===== config.mk =====
export PLATFORM = sky130hd
export DESIGN_NAME = conv_window_scheduler
export DESIGN_NICKNAME = d
export VERILOG_FILES = /design/src/rtl/conv_sched_pkg.sv /design/src/rtl/wrap_counter.sv /design/src/rtl/conv_window_scheduler.sv
export SDC_FILE = /design/constraint.sdc
export NUM_CORES = 1
export LEC_CHECK = 0
export ABC_AREA = 0
export CORE_MARGIN = 1.5
export CORE_UTILIZATION = 50
export CTS_CLUSTER_DIAMETER = 60
export CTS_CLUSTER_SIZE = 12
export DETAILED_ROUTE_END_ITERATION = 12
export PLACE_DENSITY = 0.79
export SKIP_LAST_GASP = 1
export SLEW_MARGIN = 25
export SYNTH_ARGS = -nofsm -noshare
export SYNTH_HDL_FRONTEND = slang
export SYNTH_SLANG_ARGS = --single-unit

===== constraint.sdc =====
create_clock -name clk -period 7.8 [get_ports clk]
set_input_delay 1.17 -clock clk [delete_from_list [all_inputs] [get_ports clk]]
set_output_delay 1.17 -clock clk [all_outputs]
set_load 0.02 [all_outputs]

===== src/rtl/conv_sched_pkg.sv =====
// Shared types and helpers for the convolution window scheduler.
//   state_t   : FSM state encoding (IDLE/RUN/DONE)
//   out_dim   : number of window positions along one axis
//   cnt_width : register width needed to count 0..n-1 (minimum 1)
package conv_sched_pkg;

  typedef enum logic [1:0] {
    ST_IDLE = 2'd0,
    ST_RUN  = 2'd1,
    ST_DONE = 2'd2
  } state_t;

  function automatic int unsigned out_dim(input int unsigned img,
                                          input int unsigned k,
                                          input int unsigned stride);
    return (img - k) / stride + 1;
  endfunction

  function automatic int unsigned cnt_width(input int unsigned n);
    return (n > 1) ? $clog2(n) : 1;
  endfunction

endpackage


===== src/rtl/wrap_counter.sv =====
// Modulo-(MAX+1) counter with synchronous clear; wrap flags the increment
// that returns it to zero so counters can be chained fastest-first.
//   clk, rst : clock, asynchronous active-high reset
//   en       : advance by one
//   clr      : synchronous clear (wins over en)
//   cnt      : current count
//   wrap     : en while cnt is at MAX
module wrap_counter #(
  parameter int unsigned WIDTH = 4,
  parameter int unsigned MAX   = 9
) (
  input  logic             clk,
  input  logic             rst,
  input  logic             en,
  input  logic             clr,
  output logic [WIDTH-1:0] cnt,
  output logic             wrap
);

  logic at_max;

  assign at_max = (cnt == WIDTH'(MAX));
  assign wrap   = en & at_max;

  always_ff @(posedge clk or posedge rst) begin
    if (rst) begin
      cnt <= '0;
    end else if (clr) begin
      cnt <= '0;
    end else if (en) begin
      cnt <= at_max ? '0 : cnt + WIDTH'(1);
    end
  end

endmodule


===== src/rtl/conv_window_scheduler.sv =====
// Walks a KxK window over an IMG_H x IMG_W map and streams one read address
// per accepted beat, with accumulator clear/capture flags per window.
//   clk, rst          : clock, asynchronous active-high reset
//   start, abort      : begin a pass (IDLE only) / cancel back to IDLE
//   base_addr         : map base, latched on an accepted start
//   addr_valid/ready  : address beat handshake
//   addr              : read address of the current tap
//   acc_clr, acc_last : first / last tap of the current window
//   out_row, out_col  : output-map coordinates of the current window
//   busy, done        : in RUN / one-cycle completion pulse
module conv_window_scheduler
  import conv_sched_pkg::*;
#(
  parameter int unsigned IMG_W  = 32,
  parameter int unsigned IMG_H  = 32,
  parameter int unsigned K      = 5,
  parameter int unsigned STRIDE = 1,
  parameter int unsigned ADDR_W = 10
) (
  input  logic              clk,
  input  logic              rst,
  input  logic              start,
  input  logic              abort,
  input  logic [ADDR_W-1:0] base_addr,
  output logic              addr_valid,
  input  logic              addr_ready,
  output logic [ADDR_W-1:0] addr,
  output logic              acc_clr,
  output logic              acc_last,
  output logic [7:0]        out_row,
  output logic [7:0]        out_col,
  output logic              busy,
  output logic              done
);

  localparam int unsigned OUT_W = out_dim(IMG_W, K, STRIDE);
  localparam int unsigned OUT_H = out_dim(IMG_H, K, STRIDE);
  localparam int unsigned K_CW  = cnt_width(K);
  localparam int unsigned OC_CW = cnt_width(OUT_W);
  localparam int unsigned OR_CW = cnt_width(OUT_H);

  state_t            state, state_nxt;
  logic [ADDR_W-1:0] base_q;
  logic [K_CW-1:0]   kc, kr;
  logic [OC_CW-1:0]  oc;
  logic [OR_CW-1:0]  orow;
  logic              kc_wrap, kr_wrap, oc_wrap, or_wrap;
  logic              start_acc, beat_en, cnt_clr;
  logic [31:0]       offset;

  // abort outranks both a pending start and the beat advance
  assign start_acc = (state == ST_IDLE) & start & ~abort;
  assign beat_en   = (state == ST_RUN) & addr_ready & ~abort;
  assign cnt_clr   = abort | start_acc;

  // Counter chain, fastest first: kc -> kr -> oc -> orow
  wrap_counter #(.WIDTH(K_CW), .MAX(K - 1)) u_kc (
    .clk(clk), .rst(rst), .en(beat_en), .clr(cnt_clr), .cnt(kc), .wrap(kc_wrap)
  );
  wrap_counter #(.WIDTH(K_CW), .MAX(K - 1)) u_kr (
    .clk(clk), .rst(rst), .en(kc_wrap), .clr(cnt_clr), .cnt(kr), .wrap(kr_wrap)
  );
  wrap_counter #(.WIDTH(OC_CW), .MAX(OUT_W - 1)) u_oc (
    .clk(clk), .rst(rst), .en(kr_wrap), .clr(cnt_clr), .cnt(oc), .wrap(oc_wrap)
  );
  wrap_counter #(.WIDTH(OR_CW), .MAX(OUT_H - 1)) u_or (
    .clk(clk), .rst(rst), .en(oc_wrap), .clr(cnt_clr), .cnt(orow), .wrap(or_wrap)
  );

  // State and base register
  always_ff @(posedge clk or posedge rst) begin
    if (rst) begin
      state  <= ST_IDLE;
      base_q <= '0;
    end else begin
      state <= state_nxt;
      if (start_acc) begin
        base_q <= base_addr;
      end
    end
  end

  // Next-state logic; or_wrap marks acceptance of the final beat
  always_comb begin
    state_nxt = state;
    case (state)
      ST_IDLE: if (start_acc) state_nxt = ST_RUN;
      ST_RUN: begin
        if (abort) begin
          state_nxt = ST_IDLE;
        end else if (or_wrap) begin
          state_nxt = ST_DONE;
        end
      end
      ST_DONE: state_nxt = ST_IDLE;
      default: state_nxt = ST_IDLE;
    endcase
  end

  // Outputs decode registered state and counters only
  always_comb begin
    addr_valid = 1'b0;
    busy       = 1'b0;
    done       = 1'b0;
    addr       = '0;
    acc_clr    = 1'b0;
    acc_last   = 1'b0;
    out_row    = '0;
    out_col    = '0;
    offset     = (32'(orow) * STRIDE + 32'(kr)) * IMG_W + 32'(oc) * STRIDE + 32'(kc);
    case (state)
      ST_RUN: begin
        addr_valid = 1'b1;
        busy       = 1'b1;
        addr       = base_q + ADDR_W'(offset);
        acc_clr    = (kr == '0) && (kc == '0);
        acc_last   = (kr == K_CW'(K - 1)) && (kc == K_CW'(K - 1));
        out_row    = 8'(orow);
        out_col    = 8'(oc);
      end
      ST_DONE: done = 1'b1;
      default: ;
    endcase
  end

endmodule


Yosys cells after proc, flatten, opt, wreduce, memory -nomap -nowiden
Cells that the tools add are included.
{"block": "word_totals", "register_bits": 28, "word_cells": 65}
{"block": "op_classes", "addsub": 8, "eq_ne": 8, "mux": 23, "n_bitwise": 10, "reduce_logical": 10}
{"operator": "$mux 5", "n": 8}
{"operator": "$mux 3", "n": 6}
{"operator": "$add 10x10->10", "n": 1}
{"operator": "$add 10x3->10", "n": 1}
{"operator": "$add 10x5->10", "n": 1}
{"operator": "$add 5x1->5 const B", "n": 2}
{"operator": "$eq 5x5->1 const B", "n": 2}
{"operator": "$mux 10", "n": 1}
{"operator": "$and 1x1->1", "n": 8}
{"operator": "$reduce_bool 2->1", "n": 4}
{"operator": "$add 3x1->3 const B", "n": 2}
{"operator": "$eq 3x3->1 const B", "n": 2}
{"operator": "$logic_not 3->1", "n": 2}
{"operator": "$mux 2", "n": 3}
{"operator": "$add 5x3->5", "n": 1}
{"operator": "$mux 1", "n": 4}
{"operator": "$pmux 2 s2", "n": 1}
{"operator": "$ne 3x3->1 const B", "n": 1}
{"operator": "$eq 2x1->1 const B", "n": 1}
{"operator": "$eq 2x2->1 const B", "n": 1}
{"operator": "$logic_and 1x1->1", "n": 2}
{"operator": "$logic_not 2->1", "n": 1}
{"operator": "$ne 2x2->1 const B", "n": 1}
{"operator": "$reduce_and 2->1", "n": 1}
{"operator": "other kinds (2)", "n": 2}

Depth between registers and ports, before layout
{"block": "depth", "word_depth": 10, "ltp_mapped": 11, "depth_no_buf": 11}

Modules after synthesis
Synthesis repeated with hierarchy kept, for this count alone.
{"block": "hier_totals", "hier_cells": 224, "area_unflattened_um2": 2167.1}
{"module": "conv_window_scheduler", "instances": 1, "cells_per_inst": 134, "area_each_um2": 1293.7, "seq_area_each_um2": 300.3}
{"module": "wrap_counter at u_oc ...", "instances": 2, "cells_per_inst": 27, "area_each_um2": 259.0, "seq_area_each_um2": 125.1}
{"module": "wrap_counter at u_kc ...", "instances": 2, "cells_per_inst": 18, "area_each_um2": 177.7, "seq_area_each_um2": 75.1}

Worst setup path before layout
Ideal clock, no wire load.
{"block": "synth_timing", "kind": "flip-flop to output port", "start": "reg u_or.cnt[0]", "end": "out addr[8]", "arrival_ns": 2.667, "required_ns": 6.630, "slack_ns": 3.963, "stages_incl_launch_ff": 11, "cell_sequence": "dfrtp_1 > ha_1 > inv_1 > fa_1 > inv_1 > ha_1 > ha_1 > or4_1 > o21ai_0 > xor2_1 > nor2_1"}
{"block": "synth_between", "elab_chain_len": 5}
{"item": "start, declared", "line_no": "wrap_counter.sv:16", "rtl": "output logic [WIDTH-1:0] cnt,"}
{"item": "start signal, assigned", "line_no": "wrap_counter.sv:31", "rtl": "cnt <= at_max ? '0 : cnt + WIDTH'(1);"}
{"item": "$add 5x3->5", "line_no": "conv_window_scheduler.sv:110", "rtl": "offset = (32'(orow) * STRIDE + 32'(kr)) * IMG_W + 32'(oc) * STRIDE + 32'(kc);"}
{"item": "$add 10x5->10", "line_no": "conv_window_scheduler.sv:110"}
{"item": "$add 10x3->10", "line_no": "conv_window_scheduler.sv:110"}
{"item": "$add 10x10->10", "line_no": "conv_window_scheduler.sv:115", "rtl": "addr = base_q + ADDR_W'(offset);"}
{"item": "$mux 10", "line_no": "conv_window_scheduler.sv:111", "rtl": "case (state)"}
{"item": "end, declared", "line_no": "conv_window_scheduler.sv:27", "rtl": "output logic [ADDR_W-1:0] addr,"}
No other way between the ends.

Final worst setup path
Same ends and word-level chain as after synthesis.

==> impl_metrics.ini <==
[critical_path]
crit_start = u_or.cnt[0]
crit_path_end = addr[8]
critPathMaxStageDelay_ps = 620
cp-start-kind = register
path_max_fanout = 6
required_ps = 6630
critPathSlowestCell = clkdlybuf4s50_1
reg2reg_depth = 7
worstPathCellList = ha_1 > inv_1 > fa_1 > inv_1 > ha_1 > ha_1 > or4_1 > o21ai_0 > xor2_1 > nor2_1 > clkdlybuf4s50_1
reg2reg_to = u_oc.cnt[4]
crit_arrival_ps = 3540
path_class = reg2out
reg2reg_from = u_kr.cnt[1]
critPathMostFrequentCell = ha_1
r2r_slack_ps = 5830
end_kind = primary output

[logic_synthesis]
yosys.area.top_type_share = 0.322
syn_area_per_cell_um2 = 9.72
synth_edf_count = 0
ys_seq_area_frac = 0.322
ys_ff_latch = 28
synth_area_leaders = dfrtp_1 32%, ha_1 13%, mux2_2 5.2%
yosys.area.top_type = dfrtp_1
ys_warn_count = 0
syn_inst = 224
synth-main-ff-cell = dfrtp_1
netlist_area_um2 = 2180
yosysUniqueCellTypes = 48
async_reset_ff_frac = 1.00

[cts]
post_cts_buffers = 0
post_cts_resized = 0
tritoncts = yes
cts_hold_buf = 0
path_clk_slew_ps = 100
htreeDepth = 1
cts_buffers = 3
root_buffer = clkbuf_8
clockBufferDepth = 2
cts_sinks = 28
insertion_delay_ps = 290

[timing]
finalHoldViolations = 0
finalMaxSlewViolations = 0
grt_setup_unrepaired = false
setup_tns_ps = 0
tightest_slew_ps = 622
timing.fmax_mhz = 212
slew_headroom = 0.585
min_period_ps = 4710
fin_skew_ps = 9.82
setup-violations-final = 0
finalCritPeriodShare = 0.603

[die]
die_h_um = 69.0
start_util = 0.533
core_um2 = 4090
pin_count = 46
num_rows = 23
die_w_um = 69.0
die-area_um2 = 4760

[detailed_routing]
wl_um = 4550
wire_per_inst_um = 14.7
drt-pass1-iter-count = 4
final_antenna_net_count = 0
vias_per_cell = 5.60
drt_iter0_markers = 109
num_vias = 1730
drc = 0

[final_layout]
fin_area_um2 = 2640
num-fill-cells = 369
antenna-diode-count = 0
drive_gt1_frac = 0.0927
area_delta_synth_final_pct = 21.2
fin_nets = 303
fin_util = 0.646

[placement]
place.port_buffers = 39
dp_hpwl_um = 3390
place_area_um2 = 2570
place.gp.congestion = 0.788

[grt]
grt_overflow = 0
grtUsageTotal = 0.204
grt_pass1_wl_um = 7870
grt_max_degree = 29
grt_pass1_vias = 1696
antenna_found_initial = 0

[status]
status = finished, final reports clean

[power]
power.leakage_uw = 0.00119
p_per_area_nw_per_um2 = 146
ir_drop_mv = 0.143

[job]
maxCapViolations = 0

[min_path]
hp-class = reg2reg
flip-flops by register name, indices dropped and copies added, names as in the netlist:
name,count
u_oc.cnt,5
u_kr.cnt,3
u_or.cnt,5
base_q,10
u_kc.cnt,3
state,2
report_power, final:
group / leakage [µW] / internal (µW) / total [µW] / switching [µW]
clock: 0.0000357 / 68.9 / 118 / 49.1
combinational: 0.000782 / 50.2 / 102 / 52.1
sequential: 0.000368 / 157 / 166 / 9.09
total: 0.00119 / 276 / 387 / 110
cell usage after synthesis, drive strengths merged, types with 2 or more instances:
master / instances
a211oi: 4
a21o: 2
a21oi: 7
and2: 12
and3: 2
and4b: 2
buf: 10
clkbuf: 3
dfrtp: 28
fa: 5
ha: 23
inv: 14
mux2: 10
mux2i: 6
nand2: 7
nand3: 5
nand3b: 2
nor2: 24
nor2b: 5
nor3: 9
nor4: 2
o21a: 3
o21ai: 10
or4: 2
xnor2: 7
xor2: 3
metrics by stage:
step / power [µW] / hold slack [ps] / setup WS, ps / std cells
6_report: 387 / 528 / 3090 / 309
2_1_floorplan: 239 / 487 / 3960 / 229
3_5_place_dp: 272 / 507 / 3420 / 305
3_3_place_gp: 270 / 497 / 3500 / 305
4_1_cts: 391 / 532 / 3090 / 309
5_1_grt: 408 / 557 / 2890 / 309
worst max-delay path: cells and delay by family (launching register included):
kind | cells | cell delay (ps)
compound gates | 1 | 200
flops | 1 | 450
fa+ha+maj | 4 | 1190
simple gates | 2 | 620
buf+inv | 3 | 710
xor+xnor | 1 | 90
cells by family (layout without fill, tap and decap cells):
logic type,after synthesis,after routing,share of synthesized area
fa+ha+maj,28,28,0.178
mux,16,16,0.0793
compound gates,34,34,0.101
flops,28,28,0.322
buf+inv,27,57,0.0615
simple gates,80,80,0.217
xor+xnor,10,10,0.0402
other cells,1,6,0.00172
layer usage:
layer  routed length [µm]  part of all wire  vias up  global-route usage
li1                     -                 -      835                   -
met1                 2040              0.45      831               0.269
met2                 2150              0.47       58               0.343
met3                  303             0.067        6              0.0395
met4                   55             0.012        0              0.0545
met5                    0                 0        -                   0
final cells by class:
| type | instances | area [µm²] | area share |
|---|---|---|---|
| clock buffers | 3 | 41.3 | 0.0156 |
| clock inverters | 1 | 30.0 | 0.0114 |
| inverters | 14 | 52.6 | 0.0199 |
| multi-input cells | 174 | 1360 | 0.516 |
| flip-flops and latches | 28 | 701 | 0.265 |
| well taps | 50 | 62.6 | 0.0237 |
| repair buffers | 39 | 390 | 0.148 |
worst min path at each step:
stage	endpoint	startpoint	depth (start not counted)	slack, ps
after floorplan	base_q[3]	base_q[3]	1	490
after global placement	base_q[5]	base_q[5]	1	500
after detailed placement	base_q[5]	base_q[5]	1	510
after CTS	base_q[5]	base_q[5]	1	530
after global routing	base_q[8]	base_q[8]	1	560
final	base_q[5]	base_q[5]	1	530
cell usage in the layout (no fill, tap or decap), drive strengths merged, types with 3 or more instances in the layout:
master         instances
a211oi                 4
a21oi                  7
and2                  12
clkbuf                 3
clkdlybuf4s50         39
conb                   6
dfrtp                 28
fa                     5
ha                    23
inv                   14
mux2                  10
mux2i                  6
nand2                  7
nand3                  5
nor2                  24
nor2b                  5
nor3                   9
o21a                   3
o21ai                 10
xnor2                  7
xor2                   3
No activity file was read; power rests on OpenSTA's default activity.
